==> config.mk <==
export PLATFORM = sky130hd
export DESIGN_NAME = fetch_unit
export DESIGN_NICKNAME = d
export VERILOG_FILES = /design/src/rtl/fetch_unit.sv
export SDC_FILE = /design/constraint.sdc
export NUM_CORES = 1
export LEC_CHECK = 0
export CORE_MARGIN = 2
export CORE_UTILIZATION = 50
export CTS_CLUSTER_DIAMETER = 100
export DETAILED_ROUTE_END_ITERATION = 6
export PLACE_DENSITY = 0.8
export SYNTH_ARGS = -nofsm -noshare
export SYNTH_HDL_FRONTEND = slang
export SYNTH_SLANG_ARGS = --single-unit
export TNS_END_PERCENT = 10
==> constraint.sdc <==
create_clock -name clk -period 8.2 [get_ports clk]
set_input_delay 1.64 -clock clk [delete_from_list [all_inputs] [get_ports clk]]
set_output_delay 1.64 -clock clk [all_outputs]
set_load 0.01 [all_outputs]
==> src/rtl/fetch_unit.sv <==
// Instruction-fetch front end: issues word-aligned fetches over a valid/ready channel,
// buffers in-order responses as {pc, instr} and discards wrong-path data on redirect.
module fetch_unit #(
  parameter int PC_W = 9,
  parameter int INS_W = 32,
  parameter int FIFO_DEPTH = 2,
  parameter logic [PC_W-1:0] RESET_PC = '0
) (
  input  logic             clk,
  input  logic             reset,
  input  logic             stall,
  input  logic             redirect_valid,
  input  logic [PC_W-1:0]  redirect_pc,
  output logic             imem_req_valid,
  output logic [PC_W-1:0]  imem_req_addr,
  input  logic             imem_req_ready,
  input  logic             imem_resp_valid,
  input  logic [INS_W-1:0] imem_resp_data,
  output logic             if_valid,
  output logic [PC_W-1:0]  if_pc,
  output logic [INS_W-1:0] if_instr
);

  localparam int PTR_W = $clog2(FIFO_DEPTH);
  localparam int CNT_W = $clog2(FIFO_DEPTH + 1);
  localparam int OCC_W = CNT_W + 1;

  logic [PC_W-1:0]  r_fetchPc;
  logic [PC_W-1:0]  r_respPc;
  logic [CNT_W-1:0] r_outstanding;
  logic [CNT_W-1:0] r_dropCnt;
  logic [CNT_W-1:0] r_count;
  logic [PTR_W-1:0] r_wrPtr;
  logic [PTR_W-1:0] r_rdPtr;
  logic [PC_W-1:0]  r_fifoPc    [FIFO_DEPTH];
  logic [INS_W-1:0] r_fifoInstr [FIFO_DEPTH];

  logic [OCC_W-1:0] w_occupancy;
  logic             w_reqValid;
  logic             w_reqFire;
  logic             w_dropResp;
  logic             w_push;
  logic             w_headValid;
  logic             w_pop;
  logic [PC_W-1:0]  w_redirectPc;
  logic [CNT_W-1:0] w_dropLive;
  logic [CNT_W-1:0] w_outstandingNext;

  // Occupancy counts buffered entries plus in-flight responses that will be kept,
  // so every accepted response is guaranteed a FIFO slot.
  assign w_occupancy = OCC_W'(r_count) + OCC_W'(r_outstanding) - OCC_W'(r_dropCnt);
  assign w_reqValid  = !reset && !redirect_valid
                       && (r_outstanding < CNT_W'(FIFO_DEPTH))
                       && (w_occupancy < OCC_W'(FIFO_DEPTH));
  assign w_reqFire   = w_reqValid && imem_req_ready;

  assign w_dropResp   = imem_resp_valid && (r_dropCnt != '0);
  assign w_push       = imem_resp_valid && (r_dropCnt == '0) && !redirect_valid;
  assign w_headValid  = (r_count != '0);
  assign w_pop        = w_headValid && !stall && !redirect_valid;
  assign w_redirectPc = redirect_pc & ~PC_W'(3);

  assign w_dropLive        = r_outstanding - CNT_W'(imem_resp_valid);
  assign w_outstandingNext = r_outstanding + CNT_W'(w_reqFire) - CNT_W'(imem_resp_valid);

  always_ff @(posedge clk) begin
    if (reset) begin
      r_fetchPc     <= RESET_PC;
      r_respPc      <= RESET_PC;
      r_outstanding <= '0;
      r_dropCnt     <= '0;
      r_count       <= '0;
      r_wrPtr       <= '0;
      r_rdPtr       <= '0;
    end else begin
      r_outstanding <= w_outstandingNext;
      if (redirect_valid) begin
        r_fetchPc <= w_redirectPc;
        r_respPc  <= w_redirectPc;
        r_dropCnt <= w_dropLive;
        r_count   <= '0;
        r_wrPtr   <= '0;
        r_rdPtr   <= '0;
      end else begin
        if (w_reqFire) begin
          r_fetchPc <= r_fetchPc + PC_W'(4);
        end
        if (w_dropResp) begin
          r_dropCnt <= r_dropCnt - CNT_W'(1);
        end
        if (w_push) begin
          r_respPc <= r_respPc + PC_W'(4);
          r_wrPtr  <= r_wrPtr + PTR_W'(1);
        end
        if (w_pop) begin
          r_rdPtr <= r_rdPtr + PTR_W'(1);
        end
        r_count <= r_count + CNT_W'(w_push) - CNT_W'(w_pop);
      end
    end
  end

  // Storage needs no reset: the head is only presented while the count is non-zero.
  always_ff @(posedge clk) begin
    if (w_push && !reset) begin
      r_fifoPc[r_wrPtr]    <= r_respPc;
      r_fifoInstr[r_wrPtr] <= imem_resp_data;
    end
  end

  assign imem_req_valid = w_reqValid;
  assign imem_req_addr  = r_fetchPc;
  assign if_valid       = !reset && w_headValid;
  assign if_pc          = if_valid ? r_fifoPc[r_rdPtr] : '0;
  assign if_instr       = if_valid ? r_fifoInstr[r_rdPtr] : '0;

endmodule

==> flow_metrics.env <==
export IMPL_outcome="finished clean"
export IMPL_critPathMaxFanout=31
export IMPL_cts_sinks=101
export IMPL_placed_cell_area_um2=5310
export IMPL_tritoncts="built"
export IMPL_vias=2667
export IMPL_async_flop_share=0
export IMPL_ys_warn_count=0
export IMPL_dr_pass1_iters=4
export IMPL_ant_nets=0
export IMPL_crit_reg2reg_launch="r_outstanding[1]$_SDFF_PP0_"
export IMPL_cap_violations=0
export IMPL_yosysSeqAreaShare=0.651
export IMPL_synth_edf_count=78
export IMPL_area_delta_synth_final_pct=27.1
export IMPL_rows=33
export IMPL_setup_viol=0
export IMPL_synthMuxAreaShare=0.0979
export IMPL_final_layout_size_suffix_gt1_frac=0.0625
export IMPL_post_drt_wl_per_cell_um=15.3
export IMPL_num_nets_final=469
export IMPL_arrival_ps=4160
export IMPL_antenna_cells=0
export IMPL_antenna_found_initial=0
export IMPL_relSlewSlack=0.243
export IMPL_reg2reg_slack_ps=5180
export IMPL_cp_required_ps=6560
export IMPL_synth_top_family_by_area="multiplexers"
export IMPL_h_tree_depth=3
export IMPL_synth_xor_area_frac=0.0366
export IMPL_pin_count=99
export IMPL_netlist_cell_type_count=40
export IMPL_critPathKind="primary input to output port"
export IMPL_groute_usage_overall=0.175
export IMPL_setup_tns_ps=0
export IMPL_worstHoldEndpoint="r_fifoPc[1][8]$_DFFE_PP_"
export IMPL_n_fill_cell=607
export IMPL_hold_class="flip-flop to flip-flop"
export IMPL_final_hold_viol_count=0
export IMPL_synth_ff_type="edfxtp_1"
export IMPL_min_delay_start="r_respPc[8]$_SDFFE_PP0P_"
export IMPL_rsz0062_at_grt="no"
export IMPL_p_leak_nw=1.84
export IMPL_rr_worst_depth=11
export IMPL_cts_resized=0
export IMPL_clk_latency_ps=360
export IMPL_drc=0
export IMPL_slew_violations=0
export IMPL_crit_reg2reg_capture="r_outstanding[1]$_SDFF_PP0_"
export IMPL_fin_crit_sh=0.707
export IMPL_grt_pass1_vias=2617
export IMPL_place_congestion=0.749
export IMPL_synthCells=322
export IMPL_synth_compound_area_share=0.0430
export IMPL_fin_skew_ps=7.07
export IMPL_fmax_mhz=172
export IMPL_cts_buffers=9
export IMPL_die_width_um=96.8
export IMPL_multiInputGateArea_um2=1340
export IMPL_routed_wirelength_um=7980
export IMPL_startpoint_type="primary input"
export IMPL_design_area_um2=5480
export IMPL_cts_root_buf="clkbuf_8"
export IMPL_drtIter0Drc=109
export IMPL_endpoint_kind="output port"
export IMPL_max_clock_path_buffers=2
export IMPL_viasPerCell=5.12
export IMPL_fin_crit_ps=5800
export IMPL_synth_seq_cells=101
export IMPL_die_area_um2=9370
export IMPL_min_delay_path_depth=0
export IMPL_power_density_nw_per_um2=178
export IMPL_worstMarginPinSlew_ps=1140
export IMPL_start_util=0.519
export IMPL_hpwlAfterDp_um=5500
export IMPL_grt_pass1_wl_um=13000
export IMPL_avgSynthCellArea_um2=13.4
export IMPL_dieHeight_um=96.8
export IMPL_clkTransAtPathRegs_ps=90
export IMPL_grt_max_degree=37
export IMPL_core_area_um2=8300
export IMPL_holdBufCountCts=0
export IMPL_power_mw=0.978
export IMPL_yosys_area_share_simple=0.0927
export IMPL_grt_overflow=0
export IMPL_synth_fa_ha_area_frac=0.0354
export IMPL_port_buffers=92
export IMPL_post_cts_buffers=0
export IMPL_synth_area_um2=4310
export IMPL_final_seq_area_um2=2800
export IMPL_ir_drop_v=0.0000946
-- state kept, by name (all words and copies together), names as in the netlist, named ones only --
signal         count
imem_req_addr      7
r_fifoInstr       64
r_respPc           7
r_count            2
r_fifoPc          14
r_outstanding      2
r_wrPtr            1
r_dropCnt          2
r_rdPtr            1
-- routing by layer --
layer	track usage	vias to the layer above	routed length, um
met2	0.280	79	3820
met5	0	-	0
li1	-	1306	-
met3	0.0368	8	306
met1	0.235	1274	3790
met4	0.0650	0	68
-- metrics by stage --
stage	std cells	setup WS (ps)	hold WS, ps	utilization
after global routing	521	2200	507	0.660
after CTS	521	2330	497	0.660
after global placement	505	2380	457	0.640
after detailed placement	505	2330	473	0.640
after floorplan	325	1530	445	-
final	521	2400	493	0.660
-- synthesized netlist by cell type (3+ instances only) --
master	count	area (um^2)
a21oi_1	7	35.0
xnor2_1	14	123
a211oi_1	3	22.5
dfxtp_1	23	460
nand2_1	5	18.8
edfxtp_1	78	2340
mux2i_1	41	410
buf_4	6	45.0
nand4_1	4	25.0
o21a_1	10	75.1
nor3_1	10	50.1
nand2b_1	4	25.0
nor2_1	46	173
clkbuf_1	13	48.8
and3_1	4	25.0
inv_1	15	56.3
ha_1	9	113
xor2_1	4	35.0
-- layout make-up --
cell class              instances  share of cell area
clock buffers                   9              0.0226
multi-input cells             184               0.245
well taps                     105              0.0240
flip-flops and latches        101               0.512
repair buffers                 98               0.176
inverters                      17              0.0121
clock inverters                 7             0.00754
-- how the worst max path moves through the flow --
stage	from	end	slack, ps	cells past startpoint
floorplan	redirect_valid	r_fifoInstr[1][0]$_DFFE_PP_	1530	3
global placement	reset	if_instr[6]	2380	6
global route	reset	if_instr[9]	2200	6
CTS	reset	if_instr[9]	2330	6
detailed placement	reset	if_instr[9]	2330	6
finish	reset	if_instr[9]	2400	6
-- kinds of logic after synthesis --
group / count (synthesis)
buffers and inverters: 40
muxes: 42
other: 1
AOI/OAI and AO/OA: 26
and+or+nand+nor: 83
adders and majority gates: 11
DFF: 101
xor gates and xnor gates: 18
-- cell usage in the layout, fill, tap and decap left out, types with 5 or more instances in the layout --
master / count
a21oi_1: 7
buf_4: 6
clkbuf_8: 9
clkdlybuf4s50_1: 92
dfxtp_1: 22
edfxtp_1: 78
ha_1: 9
inv_1: 15
mux2i_1: 41
nand2_1: 5
nor2_1: 46
nor3_1: 10
o21a_1: 10
xnor2_1: 14
-- critical path, stage by stage --
cell,delay [ps]
clkdlybuf4s50_1,450
buf_4,290
or2_1,910
buf_4,320
nor2_1,60
clkdlybuf4s50_1,480
-- power by group --
part	internal, mW	switching, mW	total (mW)	leakage [nW]
Clock	0.108	0.166	0.274	0.0805
Combinational	0.0655	0.0553	0.121	0.865
Sequential	0.569	0.0138	0.583	0.898
Total	0.743	0.235	0.978	1.84
Note: power is estimated with default switching activity, not from simulation.
